==> src/rtl/counter_rollunder.sv <==
`default_nettype none
// +--------------------------------------------------------------------------+
// | Module      : counter_rollunder                                          |
// | Description : W-bit loadable down-counter built from N cascaded segments |
// |               of W/N bits, with a small IDLE/RUN/DONE controller.        |
// |               Borrow enables ripple combinationally between segments,    |
// |               so every accepted decrement lands in a single clock.       |
// | Ports       : CLK       - clock, all state updates on rising edge        |
// |               RST       - synchronous active-high reset                  |
// |               ENABLE    - decrement request                              |
// |               LOAD      - load DI (wins over ENABLE)                     |
// |               DI[W-1:0] - load value                                     |
// |               DO[W-1:0] - registered count                               |
// |               ZERO      - combinational, DO == 0                         |
// |               BUSY      - registered, state is RUN                       |
// |               UNDERFLOW - registered wrap pulse (wrap builds only)       |
// | Options     : define COUNTER_ROLLUNDER_WRAP_EN to let DONE wrap to       |
// |               all-ones on ENABLE; otherwise the count saturates at 0.    |
// | Revision    : 1.0 - initial release                                      |
// +--------------------------------------------------------------------------+
module counter_rollunder #(
  parameter int W = 256,
  parameter int N = 4
) (
  input  logic         CLK,
  input  logic         RST,
  input  logic         ENABLE,
  input  logic         LOAD,
  input  logic [W-1:0] DI,
  output logic [W-1:0] DO,
  output logic         ZERO,
  output logic         BUSY
`ifdef COUNTER_ROLLUNDER_WRAP_EN
  ,
  output logic         UNDERFLOW
`endif
);

  localparam int SW = W / N;

  typedef enum logic [1:0] {
    S_IDLE = 2'd0,
    S_RUN  = 2'd1,
    S_DONE = 2'd2
  } state_t;

  state_t       r_state;
  logic         r_busy;
  logic [W-1:0] w_count;
  logic [N-1:0] w_tz;
  logic         w_dec;
  logic         w_count_is_one;

  // A decrement is only accepted while running and not overridden by LOAD.
  assign w_dec          = (r_state == S_RUN) && ENABLE && !LOAD;
  assign w_count_is_one = (w_count == {{(W-1){1'b0}}, 1'b1});

`ifdef COUNTER_ROLLUNDER_WRAP_EN
  logic r_underflow;
  logic w_wrap;
  // From DONE the count is zero, so "minus one" is simply all-ones everywhere.
  assign w_wrap = (r_state == S_DONE) && ENABLE && !LOAD;
`endif

  // Borrow enable chain: segment k steps only when every lower segment is 0,
  // i.e. when the lower part is about to wrap. Purely combinational so the
  // whole W-bit decrement resolves in one cycle.
  always_comb begin
    w_tz    = '0;
    w_tz[0] = 1'b1;
    for (int k = 1; k < N; k++) begin
      w_tz[k] = w_tz[k-1] && (w_count[(k-1)*SW +: SW] == '0);
    end
  end

  generate
    for (genvar k = 0; k < N; k++) begin : g_seg
      logic [SW-1:0] r_seg;

      always_ff @(posedge CLK) begin
        if (RST) begin
          r_seg <= '0;
        end else if (LOAD) begin
          r_seg <= DI[k*SW +: SW];
`ifdef COUNTER_ROLLUNDER_WRAP_EN
        end else if (w_wrap) begin
          r_seg <= '1;
`endif
        end else if (w_dec && w_tz[k]) begin
          r_seg <= r_seg - 1'b1;
        end
      end

      assign w_count[k*SW +: SW] = r_seg;
    end
  endgenerate

  // Controller: state plus registered status outputs.
  always_ff @(posedge CLK) begin
    if (RST) begin
      r_state <= S_IDLE;
      r_busy  <= 1'b0;
`ifdef COUNTER_ROLLUNDER_WRAP_EN
      r_underflow <= 1'b0;
`endif
    end else begin
`ifdef COUNTER_ROLLUNDER_WRAP_EN
      r_underflow <= 1'b0;
`endif
      if (LOAD) begin
        if (DI != '0) begin
          r_state <= S_RUN;
          r_busy  <= 1'b1;
        end else begin
          r_state <= S_DONE;
          r_busy  <= 1'b0;
        end
      end else begin
        case (r_state)
          S_RUN: begin
            if (ENABLE && w_count_is_one) begin
              r_state <= S_DONE;
              r_busy  <= 1'b0;
            end
          end
          S_DONE: begin
`ifdef COUNTER_ROLLUNDER_WRAP_EN
            if (ENABLE) begin
              r_state     <= S_RUN;
              r_busy      <= 1'b1;
              r_underflow <= 1'b1;
            end
`endif
          end
          default: begin
            // IDLE ignores ENABLE until the first LOAD.
          end
        endcase
      end
    end
  end

  assign DO   = w_count;
  assign ZERO = (w_count == '0);
  assign BUSY = r_busy;
`ifdef COUNTER_ROLLUNDER_WRAP_EN
  assign UNDERFLOW = r_underflow;
`endif

endmodule
`default_nettype wire

==> config.mk <==
export PLATFORM = sky130hd
export DESIGN_NAME = counter_rollunder
export DESIGN_NICKNAME = d
export VERILOG_FILES = /design/src/rtl/counter_rollunder.sv
export SDC_FILE = /design/constraint.sdc
export NUM_CORES = 1
export LEC_CHECK = 0
export ABC_CLOCK_PERIOD_IN_PS = 10600
export BUFFER_PORTS_ARGS = -buffer_cell sky130_fd_sc_hd__buf_2
export CAP_MARGIN = 10
export CELL_PAD_IN_SITES_DETAIL_PLACEMENT = 1
export CELL_PAD_IN_SITES_GLOBAL_PLACEMENT = 1
export CORE_UTILIZATION = 35
export CTS_CLUSTER_DIAMETER = 60
export DETAILED_ROUTE_END_ITERATION = 10
export PLACE_DENSITY = 0.89
export RECOVER_POWER = 50
export SLEW_MARGIN = 0
export SYNTH_ARGS = -nofsm -noshare
export SYNTH_HDL_FRONTEND = slang
export SYNTH_SLANG_ARGS = --single-unit
==> constraint.sdc <==
create_clock -name CLK -period 10.6 [get_ports CLK]
set_clock_uncertainty 0.2 [all_clocks]
set_input_delay 0.53 -clock CLK [delete_from_list [all_inputs] [get_ports CLK]]
set_output_delay 0.53 -clock CLK [all_outputs]
set_load 0.1 [all_outputs]
Yosys cells after proc, flatten, opt, wreduce, memory -nomap -nowiden
Index checks and enable logic that the tools add are counted.
{ "totals": {"inputBits": 260, "reg_bits": 259, "output_inout_bits": 258, "word_cells": 49} }
{ "classes": {"n_eq_ne": 2, "addsub": 4, "reduce_logical": 21, "n_mux": 16} }
{ "ops": {"columns": ["op", "count"], "rows": [
  ["$mux W64", 8],
  ["$eq A256 B1 Y1 const B", 1],
  ["$logic_not A256 Y1", 1],
  ["$reduce_bool A256 Y1", 1],
  ["$sub A64 B1 Y64 const B", 4],
  ["$logic_not A64 Y1", 3],
  ["$reduce_bool A2 Y1", 6],
  ["$logic_and A1 B1 Y1", 8],
  ["$mux W2", 4],
  ["$mux W1", 4],
  ["$eq A2 B1 Y1 const B", 1],
  ["$reduce_and A2 Y1", 1],
  ["$logic_not A1 Y1", 1]
]} }

Longest topological paths before layout
{ "logic_depth": {"depth_word": 6, "ltp_mapped": 12, "mapped_depth_nobuf": 9} }

Worst setup path before layout
No wires, ideal clock.
{ "synth_path": {"path_type": "register -> output", "from": "register g_seg[2].r_seg[50]", "to": "output port ZERO", "path_buffers": 0, "t_required_ns": 9.870, "arrival_time_ns": 3.666, "path_stages_with_launch": 6, "path_slack_ns": 6.204, "path_cell_list": "dfxtp_1 -> or4_1 -> or3_1 -> or4b_2 -> nor3_1 -> and4_1"} }
{ "synth_via": {"elab_chain_cells": 1} }
{ "synth_rtl": {"columns": ["item", "line", "source"], "rows": [
  ["from (decl)", "78", "logic [SW-1:0] r_seg;"],
  ["from (signal assigned)", "84", "r_seg <= DI[k*SW +: SW];"],
  ["from (signal assigned)", "90", "r_seg <= r_seg - 1'b1;"],
  ["$logic_not A256 Y1", "144", "assign ZERO = (w_count == '0);"],
  ["to (decl)", "31", "output logic ZERO,"]
]} }
Every way passes these cells.

Final worst setup path
{ "layout_path": {"from": "input port RST", "to": "register g_seg[1].r_seg[1]"} }
{ "layout_rtl": {"columns": ["item", "line", "source"], "rows": [
  ["from (decl)", "26", "input logic RST,"],
  ["to (signal assigned)", "84", null],
  ["to (signal assigned)", "90", null],
  ["to (decl)", "78", null]
]} }
No word-level cell between the ends.

==> results by group <==
Outcome
  – Status: finished with violations
  – Failing checks: capacitance limit, slew limit

Flow run
  – Max-capacitance violation count: 2

Floorplan
  – Chip width: 213 um
  – Die area: 45300 um^2
  – DIE HEIGHT: 213 um
  – I/O pins: ~520
  – FP Rows: 76
  – Initial Util: 0.358
  – Core Region: 43500 um^2

Global routing
  – Vias in the first global route: 19400
  – All-Layer GR Usage: 0.313
  – First-pass GRT wire length: around 110000 um
  – Grt ovf: 0
  – Initial antenna violation count: 10
  – Pin count of the biggest net entering global routing: 162

Worst setup path
  – CP endpoint kind: register
  – Setup CP Type: input port to register
  – Worst setup SP type: input port
  – Setup slack, reg-to-reg: 5.06 ns
  – Data arrival time of the critical path: 6.96 ns
  – Crit Path Max Fanout: 77
  – Critical path required time: around 11 ns

Placement
  – Setup WS pre-CTS: 5.26 ns
  – Placed insts: 2991
  – Routability congestion estimate from global placement: 0.933
  – Port buffer count: a little over 500
  – HPWL after DPL: 53400 um

Timing
  – Final hold viol count: 0
  – Slew Viols, Final: 154
  – Unrepaired setup endpoints after global routing: false
  – Final min period: 6.89 ns
  – Part of the cycle the worst path needs: 0.650
  – Final setup violation count: 0
  – Worst Setup Slack, final: 3.71 ns
  – Slew HR: -1.78
  – Setup TNS: 0 ns
  – Maximum clock frequency: 145 MHz
  – Actual slew at the worst max-slew pin: about 4.2 ns

Finish
  – Layout cell share with drive strength beyond 1: 0.159
  – Area Overhead vs Synth: 24.8%
  – Final Net Count: 2709
  – Fin cells: 3061

Power and ir drop
  – Comb power frac: 0.288
  – Internal: between 1.5 and 2 mW
  – Power Dens Cells: 172 nW/um^2
  – Switching portion of total power: 0.409
  – Leakage: a little over 7 nW
  – NetSw: 1.36 mW
  – VDD IR max: 87.2 uV
  – Clock share of power: 0.370
  – Sequential share of power: 0.342

Route
  – Total number of vias: about 19000
  – Wirelength per Cell: approximately 24 um
  – Iteration-0 DRC count of the detailed router: 1552
  – Vias per cell: between 6 and 7
  – Routed Antenna Nets: 0
  – Final WL: 73300 um
  – TritonRoute pass-1 iters: 5
  – Residual DRC: 0

Clock network
  – CTS tree: done
  – CTS resizes: 0
  – H-tree lvl count: 2
  – Num CTS Buffers: 36
  – CTS root buf: clkbuf_16
  – TritonCTS Sinks: 258
  – Postcts setup bufs: 0
  – Clock slew at reported path FFs: 0.06 ns
  – Clk_lat worst skew: between 0.5 and 0.6 ns
  – CTS hold repair buffers: 0
  – Clk buf depth: 3

Yosys
  – Cell Area, Synth: 15500 um^2
  – Share of the synthesized area in the top cell type: 0.332
  – Async S/R FF share, synth: 0
  – Synth Flop Type: dfxtp_1
  – Leading area contributor after synthesis: dfxtp_1
  – Sequential fraction of the synthesis area: 0.332
  – Mean Syn Cell Area: approximately 7.8 um^2
  – Syn Nets: 2267
  – Distinct cell type count after synthesis: 66
  – Top post-synthesis cells by area: dfxtp_1, nor4_1, nor2_1
  – Number of synthesized flops with an enable pin: 0
  – Seq cells post-synth: 258
  – Synth Instances: 2002
  – YS warnings: 0

Worst hold path
  – Worst min-delay path category: input port to register
placed cells by master (no fill, tap or decap), types with 18 or more instances in the layout:
| cell type | synthesis | final |
|---|---|---|
| a211oi_1 | 93 | 93 |
| a21oi_1 | 98 | 98 |
| a311oi_1 | 42 | 42 |
| and3_1 | 18 | 18 |
| buf_2 | 9 | 262 |
| buf_4 | 0 | 23 |
| clkbuf_1 | 110 | 267 |
| clkbuf_16 | 0 | 37 |
| dfxtp_1 | 258 | 258 |
| inv_1 | 30 | 30 |
| nand2_1 | 110 | 110 |
| nand3_1 | 55 | 55 |
| nand4_1 | 53 | 53 |
| nor2_1 | 233 | 233 |
| nor3_1 | 102 | 100 |
| nor4_1 | 159 | 157 |
| o211a_1 | 23 | 23 |
| o21a_1 | 66 | 66 |
| o21ai_0 | 102 | 102 |
| or2_2 | 19 | 19 |
| or3_1 | 54 | 54 |
| or4_1 | 47 | 47 |
| xnor2_1 | 73 | 73 |
| xor2_1 | 56 | 56 |
state kept, by name (all words and copies together) (netlist names):
name	flops
g_seg.r_seg	256
r_state	2
cell families after synthesis:
family,synth area share
AND/OR/NAND/NOR,0.322
AO/OA/AOI/OAI,0.216
flip-flops,0.332
buffers and inverters,0.0430
XOR/XNOR,0.0727
multiplexers,0.00974
adder cells (fa/ha/maj),0.00402
final cells by class:
| class | instances | area, um^2 |
|---|---|---|
| inverters | 32 | 128 |
| clock inverters | 12 | 150 |
| fillers | 5644 | 24100 |
| multi-input cells | 1575 | 9730 |
| repair buffers | 541 | 2440 |
| diodes | 6 | 15.0 |
| well taps | 585 | 732 |
| clock buffers | 52 | 1020 |
| flip-flops and latches | 258 | 5160 |
final timing paths:
| check | from | endpoint | depth (start not counted) |
|---|---|---|---|
| max | RST | g_seg[1].r_seg[1] | 4 |
| min | DI[97] | g_seg[1].r_seg[33] | 2 |
| max reg2reg | g_seg[0].r_seg[32] | g_seg[3].r_seg[0] | 8 |
| min reg2reg | r_state[1] | r_state[1] | 2 |
power by group through the flow:
stage               clock [mW]  combinational [mW]  sequential [mW]
CTS                       1.25               0.970             1.13
global route              1.28                1.00             1.15
finish                    1.23               0.962             1.14
global placement             0               0.947             1.15
detailed placement           0               0.964             1.15
floorplan                    0               0.263             1.60
Yosys cell counts, types with 6 or more instances:
| cell type | number |
|---|---|
| and3_1 | 18 |
| nand2_1 | 110 |
| or3_1 | 54 |
| clkbuf_1 | 110 |
| nor4_1 | 159 |
| o211ai_1 | 6 |
| nor4b_1 | 7 |
| dfxtp_1 | 258 |
| o21ai_0 | 102 |
| nand2b_1 | 10 |
| a211oi_1 | 93 |
| nand3b_1 | 14 |
| xor2_1 | 56 |
| and2_1 | 6 |
| nor2_1 | 233 |
| nor2b_1 | 11 |
| or2_2 | 19 |
| a311oi_1 | 42 |
| a31oi_1 | 14 |
| buf_2 | 9 |
| nand4_1 | 53 |
| mux2i_1 | 14 |
| xnor2_1 | 73 |
| o21a_1 | 66 |
| inv_1 | 30 |
| nand3_1 | 55 |
| a21oi_1 | 98 |
| or4_1 | 47 |
| nor3_1 | 102 |
| buf_1 | 15 |
| o211a_1 | 23 |
| nand4b_1 | 8 |
worst max-delay path: stages:
cell      delay [ns]
clkbuf_1        0.13
clkbuf_1        2.92
clkbuf_1        2.97
o22ai_1         0.33
metrics by stage:
step | hold slack, ns | util | cell area, um^2 | power, mW
after floorplan | 0.249 | - | 15500 | 1.86
after global placement | 0.270 | 0.426 | 18500 | 2.09
after detailed placement | 0.303 | 0.426 | 18500 | 2.12
after CTS | 0.0153 | 0.453 | 19700 | 3.35
after global routing | 0.0384 | 0.446 | 19400 | 3.43
final | 0.0358 | 0.446 | 19400 | 3.34
metal layers:
metal  vias up  wire length, um  GRT usage
li1       8502                -          -
met1      9388            28300      0.368
met2      1010            34900      0.524
met3       239             6300     0.0772
met4         8             3690      0.168
met5         -               47          0
Power figures use the tool's default switching activity.
